$ cat src/rtl/hilo_issue_ctrl_if.sv
`default_nettype none
// ============================================================================
// Module      : hilo_issue_ctrl_if
// Description : Handshake/status bundle between the hazard unit (master) and
//               the HI/LO issue/stall controller (slave).
// Revision    : 1.0 - initial release
// ============================================================================
interface hilo_issue_ctrl_if #(
    parameter int CNT_W = 16
);
    // D/E stage op codes and E-stage validity
    logic [4:0]       d_op;
    logic [4:0]       e_op;
    logic             e_valid;
    // Controller results
    logic [4:0]       unit_op;
    logic             stall_d;
    logic             busy;
    logic             done;
    logic [3:0]       remain;
    logic             err;
    logic [CNT_W-1:0] n_mul;
    logic [CNT_W-1:0] n_div;

    // Pipeline / hazard side
    modport master (
        output d_op, e_op, e_valid,
        input  unit_op, stall_d, busy, done, remain, err, n_mul, n_div
    );

    // Controller side
    modport slave (
        input  d_op, e_op, e_valid,
        output unit_op, stall_d, busy, done, remain, err, n_mul, n_div
    );
endinterface
`default_nettype wire

$ cat src/rtl/hilo_issue_ctrl.sv
`default_nettype none
// ============================================================================
// Module      : hilo_issue_ctrl
// Description : Issue/stall controller for the shared multi-cycle HI/LO
//               multiply-divide unit. Forwards the E-stage op, mirrors the
//               unit's busy countdown, stalls D-stage HILO ops while the unit
//               is occupied, and reports completion, protocol errors and
//               issue statistics.
// Revision    : 1.0 - initial release
// ============================================================================
module hilo_issue_ctrl #(
    parameter int MUL_LAT = 5,
    parameter int DIV_LAT = 10,
    parameter int CNT_W   = 16
) (
    input  wire logic         clk,
    input  wire logic         rst,
    hilo_issue_ctrl_if.slave  bus
);

    // HILO op encoding shared with the decoder
    localparam logic [4:0] c_HILO_NONE  = 5'd0;
    localparam logic [4:0] c_HILO_MULT  = 5'd1;
    localparam logic [4:0] c_HILO_MULTU = 5'd2;
    localparam logic [4:0] c_HILO_DIV   = 5'd3;
    localparam logic [4:0] c_HILO_DIVU  = 5'd4;
    localparam logic [4:0] c_HILO_MFHI  = 5'd5;
    localparam logic [4:0] c_HILO_MFLO  = 5'd6;
    localparam logic [4:0] c_HILO_MTHI  = 5'd7;
    localparam logic [4:0] c_HILO_MTLO  = 5'd8;

    localparam logic [3:0] c_MUL_LAT = 4'(MUL_LAT);
    localparam logic [3:0] c_DIV_LAT = 4'(DIV_LAT);
    localparam logic [3:0] c_ONE     = 4'd1;

    typedef enum logic [1:0] {
        ST_IDLE    = 2'd0,
        ST_MUL_RUN = 2'd1,
        ST_DIV_RUN = 2'd2
    } state_t;

    state_t           r_state;
    state_t           w_state_nxt;
    logic [3:0]       r_cnt;
    logic [3:0]       w_cnt_nxt;
    logic             r_err;
    logic [CNT_W-1:0] r_n_mul;
    logic [CNT_W-1:0] r_n_div;

    logic w_is_mul;
    logic w_is_div;
    logic w_is_mov;
    logic w_start;
    logic w_cnt_nz;
    logic w_accept;
    logic w_busy;

    // Classify the E-stage op
    always_comb begin
        w_is_mul = (bus.e_op == c_HILO_MULT) || (bus.e_op == c_HILO_MULTU);
        w_is_div = (bus.e_op == c_HILO_DIV)  || (bus.e_op == c_HILO_DIVU);
        w_is_mov = (bus.e_op == c_HILO_MFHI) || (bus.e_op == c_HILO_MFLO) ||
                   (bus.e_op == c_HILO_MTHI) || (bus.e_op == c_HILO_MTLO);
    end

    // A start only launches the unit when nothing is running; a start during a
    // run is a protocol error and the unit itself ignores it.
    assign w_start  = bus.e_valid & (w_is_mul | w_is_div);
    assign w_cnt_nz = (r_cnt != 4'd0);
    assign w_accept = w_start & ~w_cnt_nz;
    assign w_busy   = w_start | w_cnt_nz;

    // State and countdown register
    always_ff @(posedge clk) begin
        if (rst) begin
            r_state <= ST_IDLE;
            r_cnt   <= 4'd0;
        end else begin
            r_state <= w_state_nxt;
            r_cnt   <= w_cnt_nxt;
        end
    end

    // Next-state / countdown logic
    always_comb begin
        w_state_nxt = r_state;
        w_cnt_nxt   = r_cnt;
        case (r_state)
            ST_IDLE: begin
                if (w_accept) begin
                    if (w_is_mul) begin
                        w_state_nxt = ST_MUL_RUN;
                        w_cnt_nxt   = c_MUL_LAT;
                    end else begin
                        w_state_nxt = ST_DIV_RUN;
                        w_cnt_nxt   = c_DIV_LAT;
                    end
                end
            end
            ST_MUL_RUN, ST_DIV_RUN: begin
                w_cnt_nxt = r_cnt - c_ONE;
                if (r_cnt == c_ONE) begin
                    w_state_nxt = ST_IDLE;
                end
            end
            default: begin
                w_state_nxt = ST_IDLE;
                w_cnt_nxt   = 4'd0;
            end
        endcase
    end

    // Sticky protocol-violation flag: any issue attempt into a running unit
    always_ff @(posedge clk) begin
        if (rst) begin
            r_err <= 1'b0;
        end else if (w_cnt_nz && (w_start || (bus.e_valid && w_is_mov))) begin
            r_err <= 1'b1;
        end
    end

    // Issue statistics, counting only ops that actually launched the unit
    always_ff @(posedge clk) begin
        if (rst) begin
            r_n_mul <= '0;
            r_n_div <= '0;
        end else begin
            if (w_accept && w_is_mul) begin
                r_n_mul <= r_n_mul + CNT_W'(1);
            end
            if (w_accept && w_is_div) begin
                r_n_div <= r_n_div + CNT_W'(1);
            end
        end
    end

    // Outputs; unit_op is forwarded even during an error since the unit drops it
    assign bus.unit_op = bus.e_valid ? bus.e_op : c_HILO_NONE;
    assign bus.busy    = w_busy;
    assign bus.stall_d = w_busy & (bus.d_op != c_HILO_NONE);
    assign bus.done    = (r_state != ST_IDLE) & (r_cnt == c_ONE);
    assign bus.remain  = r_cnt;
    assign bus.err     = r_err;
    assign bus.n_mul   = r_n_mul;
    assign bus.n_div   = r_n_div;

endmodule
`default_nettype wire

$ cat src/flat_wrapper.sv
// flat-port wrapper written by rule: the top's interface ports become plain ports
module hilo_issue_ctrl_flat 
#(
    parameter int MUL_LAT = 5,
    parameter int DIV_LAT = 10,
    parameter int CNT_W   = 16
)
  (clk, rst, bus_d_op, bus_e_op, bus_e_valid, bus_unit_op, bus_stall_d, bus_busy, bus_done, bus_remain, bus_err, bus_n_mul, bus_n_div);
  hilo_issue_ctrl_if #(.CNT_W(CNT_W)) bus_i ();
  input  wire logic clk;
  input  wire logic rst;
  input wire logic [$bits(bus_i.d_op)-1:0] bus_d_op;
  input wire logic [$bits(bus_i.e_op)-1:0] bus_e_op;
  input wire logic [$bits(bus_i.e_valid)-1:0] bus_e_valid;
  output wire logic [$bits(bus_i.unit_op)-1:0] bus_unit_op;
  output wire logic [$bits(bus_i.stall_d)-1:0] bus_stall_d;
  output wire logic [$bits(bus_i.busy)-1:0] bus_busy;
  output wire logic [$bits(bus_i.done)-1:0] bus_done;
  output wire logic [$bits(bus_i.remain)-1:0] bus_remain;
  output wire logic [$bits(bus_i.err)-1:0] bus_err;
  output wire logic [$bits(bus_i.n_mul)-1:0] bus_n_mul;
  output wire logic [$bits(bus_i.n_div)-1:0] bus_n_div;
  assign bus_i.d_op = bus_d_op;
  assign bus_i.e_op = bus_e_op;
  assign bus_i.e_valid = bus_e_valid;
  assign bus_unit_op = bus_i.unit_op;
  assign bus_stall_d = bus_i.stall_d;
  assign bus_busy = bus_i.busy;
  assign bus_done = bus_i.done;
  assign bus_remain = bus_i.remain;
  assign bus_err = bus_i.err;
  assign bus_n_mul = bus_i.n_mul;
  assign bus_n_div = bus_i.n_div;
  hilo_issue_ctrl #(.MUL_LAT(MUL_LAT), .DIV_LAT(DIV_LAT), .CNT_W(CNT_W)) u_core (.clk(clk), .rst(rst), .bus(bus_i));
endmodule
$ cat config.mk
export PLATFORM = sky130hd
export DESIGN_NAME = hilo_issue_ctrl_flat
export DESIGN_NICKNAME = d
export VERILOG_FILES = /design/src/rtl/hilo_issue_ctrl_if.sv /design/src/rtl/hilo_issue_ctrl.sv /design/src/flat_wrapper.sv
export SDC_FILE = /design/constraint.sdc
export NUM_CORES = 1
export LEC_CHECK = 0
export ABC_AREA = 1
export BUFFER_PORTS_ARGS = -buffer_cell sky130_fd_sc_hd__buf_2
export CORE_UTILIZATION = 48
export DETAILED_ROUTE_END_ITERATION = 8
export GPL_ROUTABILITY_DRIVEN = 0
export PLACE_DENSITY = 0.76
export SLEW_MARGIN = 15
export SYNTH_ARGS = -nofsm -noshare
export SYNTH_HDL_FRONTEND = slang
export SYNTH_SLANG_ARGS = --single-unit
$ cat constraint.sdc
create_clock -name clk -period 1.4 [get_ports clk]
set_input_delay 0.14 -clock clk [delete_from_list [all_inputs] [get_ports clk]]
set_output_delay 0.14 -clock clk [all_outputs]
set_load 0.005 [all_outputs]
Word-level counts from Yosys, hierarchy flattened
Index checks and enable logic that the tools add are counted.
{"block": "totals", "out_inout_bits": 45, "rom_bits": 0, "mem_count": 0, "ff_bits": 39, "latch_bits": 0, "mem_bits_rw": 0, "input_bits": 13}
{"block": "op_classes", "mux": 8, "shift": 0, "reduce_logical": 16, "order_cmp": 0, "div_mod_pow": 0, "n_mul": 0, "bitwise": 7, "n_eq_ne": 13, "add_sub_neg": 3}
{"cell": "adder 16 x 1 -> 16 bit (second input constant)", "count": 2}
{"cell": "== test 5 x 3 -> 1 bit (second input constant)", "count": 4}
{"cell": "== test 5 x 2 -> 1 bit (second input constant)", "count": 2}
{"cell": "two-way mux 4 bit", "count": 2}
{"cell": "one-hot mux 4 bit (2 select lines)", "count": 1}
{"cell": "logical OR 1 bit", "count": 6}
{"cell": "two-way mux 2 bit", "count": 3}
{"cell": "== test 5 x 1 -> 1 bit (second input constant)", "count": 1}
{"cell": "== test 5 x 4 -> 1 bit (second input constant)", "count": 1}
{"cell": "two-way mux 5 bit", "count": 1}
{"cell": "nonzero test 5 bit", "count": 1}
{"cell": "bitwise AND 1 bit", "count": 4}
{"cell": "== test 4 x 1 -> 1 bit (second input constant)", "count": 1}
{"cell": "logical AND 1 bit", "count": 4}
{"cell": "inequality test 2 x 1 -> 1 bit (second input constant)", "count": 2}
{"cell": "one-hot mux 2 bit (2 select lines)", "count": 1}
{"cell": "nonzero test 4 bit", "count": 1}
{"cell": "subtractor 4 x 1 -> 4 bit (second input constant)", "count": 1}
{"cell": "== test 2 x 1 -> 1 bit (second input constant)", "count": 1}
{"cell": "== test 2 bit (second input constant)", "count": 1}
{"cell": "zero test 2 bit", "count": 1}
{"cell": "bitwise OR 1 bit", "count": 2}
{"cell": "AND reduction 2 bit", "count": 1}
{"cell": "nonzero test 2 bit", "count": 1}
{"cell": "2 further kinds", "count": 2}

Depth between registers and ports, before layout
{"block": "logic_depth", "depth_word": 7, "mapped_depth": 11, "mapped_depth_nobuf": 10}

Worst setup path before layout
Ideal clock, no wire load.
{"block": "synth_timing", "path_kind": "reg-to-reg", "startpoint": "register u_core.r_cnt[0], in the netlist u_core.bus.remain[0]", "endpoint": "register u_core.r_n_div[8], in the netlist u_core.bus.n_div[8]", "required_time_ns": 1.268, "path_stages_with_launch": 9, "setup_time_ns": 0.132, "t_arrival_ns": 1.442, "setup_slack_ns": -0.174, "n_path_buf": 1, "cell_sequence": "dfxtp_1 -> inv_1 -> ha_1 -> inv_1 -> nor3_4 -> nand4_1 -> buf_2 -> nand2_1 -> a21oi_1"}
{"block": "synth_between", "elab_chain_len": 4}
{"element": "start, declared", "line_no": "hilo_issue_ctrl.sv:44", "source": "logic [3:0] r_cnt;"}
{"element": "start signal, assigned", "line_no": "hilo_issue_ctrl.sv:80", "source": "r_cnt <= w_cnt_nxt;"}
{"element": "nonzero test 4 bit", "line_no": "hilo_issue_ctrl.sv:69", "source": "assign w_cnt_nz = (r_cnt != 4'd0);"}
{"element": "inverter 1 bit", "line_no": "hilo_issue_ctrl.sv:70", "source": "assign w_accept = w_start & ~w_cnt_nz;"}
{"element": "bitwise AND 1 bit", "line_no": "hilo_issue_ctrl.sv:70"}
{"element": "logical AND 1 bit", "line_no": "hilo_issue_ctrl.sv:131", "source": "if (w_accept && w_is_div) begin"}
{"element": "end signal, assigned", "line_no": "hilo_issue_ctrl.sv:132", "source": "r_n_div <= r_n_div + CNT_W'(1);"}
{"element": "end, declared", "line_no": "hilo_issue_ctrl.sv:48", "source": "logic [CNT_W-1:0] r_n_div;"}
No other way between the ends.
A chain may end at the register's enable or synchronous reset.

Worst setup path after layout
{"block": "layout_timing", "startpoint": "register u_core.r_cnt[0], in the netlist u_core.bus.remain[0]", "endpoint": "register u_core.r_n_mul[10], in the netlist u_core.bus.n_mul[10]"}
{"block": "layout_between", "elab_chain_len": 4}
{"element": "nonzero test 4 bit", "line_no": "hilo_issue_ctrl.sv:69"}
{"element": "inverter 1 bit", "line_no": "hilo_issue_ctrl.sv:70"}
{"element": "bitwise AND 1 bit", "line_no": "hilo_issue_ctrl.sv:70"}
{"element": "logical AND 1 bit", "line_no": "hilo_issue_ctrl.sv:128", "source": "if (w_accept && w_is_mul) begin"}
{"element": "end signal, assigned", "line_no": "hilo_issue_ctrl.sv:129", "source": "r_n_mul <= r_n_mul + CNT_W'(1);"}
{"element": "end, declared", "line_no": "hilo_issue_ctrl.sv:47", "source": "logic [CNT_W-1:0] r_n_mul;"}
No other way between the ends.

==> metrics <==
antenna violations before repair 0; Tcrit/Tclk final 111.0%; final worst setup slack -0.1534 ns; Worst path top cell family by delay buffers and inverters; Largest stage delay, worst path 0.33 ns; r2r endpoint u_core.bus.n_mul[10]; Core Util, Final 73.40%; total core area 0.004444 mm2; cell area after synthesis 0.002262 mm2; worst vdd ir 0.0009866 V; Syn-to-layout area delta 44.19%; CTS tree built; Final Hold Vio Count 0; initial detailed-routing violation count 89; width of the die 70.65 um; Buffers & Inverters on Critical Path 5; worst-path fanout max 7; Yosys cell types 28; Most used DFF post-synth dfxtp_1; Bufs on Longest Clock Path 2; Setup crit end kind register; Final ANT Viol Nets 0; fmax 643.8 MHz; IO Count 58; setup violators final 40; setup TNS -4.321 ns; CP cell instances inv_2 -> ha_4 -> inv_2 -> nor3_4 -> buf_6 -> nand3_4 -> inv_6 -> buf_6 -> nand2_1 -> a21oi_2; Worst Hold Depth 3; gr ovfl total 0; Slew @ Worst Pin 0.5352 ns; Layout Cells excl Fill 501; DRT Pass-1 Iters 6; dpl cells 483; Register-to-Register Setup Slack -0.15 ns; #FFs+latches synth 39; EDFF count, synth 0; Max Slew Vio Count 0; Die Y 70.65 um; WHS Endpoint u_core.bus.n_div[3]; largest area contributor in the netlist dfxtp_1; initial core utilization 50.90%; largest net degree at the start of global routing 23; I/O Buffers 57; Pwr per Cell Area 1133 mW/mm2; drt via density 5.146; final wirelength 5.985 mm; vias 2578; Slew Limit Headroom 64.28%; CP startpoint kind register; Critical Path RT 1.62 ns; top-area cell type share of the netlist area 34.51%; Worst EP arrival 1.77 ns; R2R depth 10; r2r startpoint u_core.bus.remain[0]; Final Critical Period 1.553 ns; unrepaired setup endpoints after global routing yes; failing checks DRC, setup timing; antenna cells 0; top post-synthesis cells by count nand2_1 (106), nor2_1 (58), dfxtp_1 (39); WL per Instance 11.95 um; Synth Net Count 372; min-delay src rst; CTS clock-pin slew for the worst setup and hold paths 0.07 ns; # DRC 6; outcome complete, but fails checks; count leader, synth nand2_1; Static Leak 0.001532 uW; Design Power 3696 uW; Sink Count 39; ranking of synthesized cells by area dfxtp_1 (35%), nand2_1 (18%), nor2_1 (9.6%); full die area 0.004991 mm2; Synth Instances 353; first-pass GRT wire length 9.880 mm; clk root buf clkbuf_8; share of flip-flops with an asynchronous set or reset 0%; dpl hpwl 3.985 mm; Yosys warning total 0; Final Skew 0.005734 ns; CTS Buf Count 5; worst skew pair latency 0.29 ns; num rows 24; All-Layer GR Usage 24.33%; vias in the first global route 2328; Slowest cell on crit path dfxtp_2; max cap viols 0; H-tree Lvls 2; Syn Area/Cell 6.408 um2; post-synthesis sequential area ratio 34.51%; fraction of layout instances using a drive strength above 1 36.53%; nets 467; Hold Path Class input port to register; path type of the worst setup path register to register
[how the worst max path moves through the flow]
| stage | endpoint | cells after the start | from |
|---|---|---|---|
| final | u_core.bus.n_mul[10] | 10 | u_core.bus.remain[0] |
| after global placement | u_core.bus.n_div[12] | 10 | u_core.bus.remain[1] |
| after CTS | u_core.bus.n_div[14] | 11 | u_core.bus.remain[0] |
| after detailed placement | u_core.bus.n_div[0] | 10 | u_core.bus.remain[1] |
| after global routing | u_core.bus.n_mul[9] | 11 | u_core.bus.remain[0] |
| after floorplan | u_core.bus.n_div[8] | 8 | u_core.bus.remain[0] |
[worst register-to-register path: stages, from the launching register on]
cell	delay, ns
dfxtp_2	0.33
inv_2	0.07
ha_4	0.14
inv_2	0.04
nor3_4	0.18
buf_6	0.14
nand3_4	0.13
inv_6	0.14
buf_6	0.14
nand2_1	0.07
a21oi_2	0.12
[registers in the layout (all words and copies together), names as in the netlist]
name and flops:
u_core.bus.err 1, u_core.bus.n_div 16, u_core.r_state 2, u_core.bus.n_mul 16, u_core.bus.remain 4
[routing by layer]
metal  global-route usage, %  part of all wire (%)
met1                   28.82                    44
met2                   44.55                    51
met3                   4.701                   4.0
met4                   7.333                   1.0
met5                       0                     0
[where the power goes]
part           switching (uW)  total (uW)  internal, uW  leakage (uW)
logic                     844        1610           763       0.00116
clock network             383         833           450     0.0000515
registers                64.8        1260          1190      0.000317
[logic make-up (layout without fill, tap and decap cells)]
group                      count (synthesis)  in the layout  share of synthesized area (%)
AOI/OAI and AO/OA                         46             46                          10.40
xor gates and xnor gates                  16             16                          6.194
adders and majority gates                  6              6                          3.318
buffers and inverters                     44            139                          7.964
DFF                                       39             39                          34.51
and+or+nand+nor                          202            203                          37.61
[layout make-up]
cell class                      count  area (um2)
Fill cell                         352        1182
Clock buffer                        8       100.1
Multi-Input combinational cell    271        1553
Tap cell                           52       65.06
Timing Repair Buffer               95       615.6
Inverter                           36       142.6
Sequential cell                    39       785.8
[per-stage QoR]
stage	hold WS (ns)	setup WS, ns	area (um2)
finish	0.3123	-0.1534	3262
global route	0.3411	-0.2562	3262
global placement	0.4429	-0.1068	2845
CTS	0.2925	-0.1323	3128
floorplan	0.2091	-0.1179	2326
detailed placement	0.4657	-0.2126	2845
[repair_timing]
| item | in CTS | in global routing |
|---|---|---|
| gates cloned | 2 | 0 |
| hold buffers | 0 | 0 |
| pin swaps | 16 | 13 |
| gates resized for setup | 26 | 47 |
| endpoints found under the setup margin | 40 | 41 |
| buffers inserted | 8 | 3 |
[placed cells by master, fill, tap and decap left out, types with 7 or more instances in the layout]
master	n
buf_6	10
clkbuf_8	7
nor2_1	46
inv_1	31
a21oi_2	11
buf_2	57
nand3_1	14
xor2_1	11
dfxtp_1	35
nand2_1	98
buf_4	27
nor2_2	9
a21oi_1	22
No activity file was read; power rests on OpenSTA's default activity.
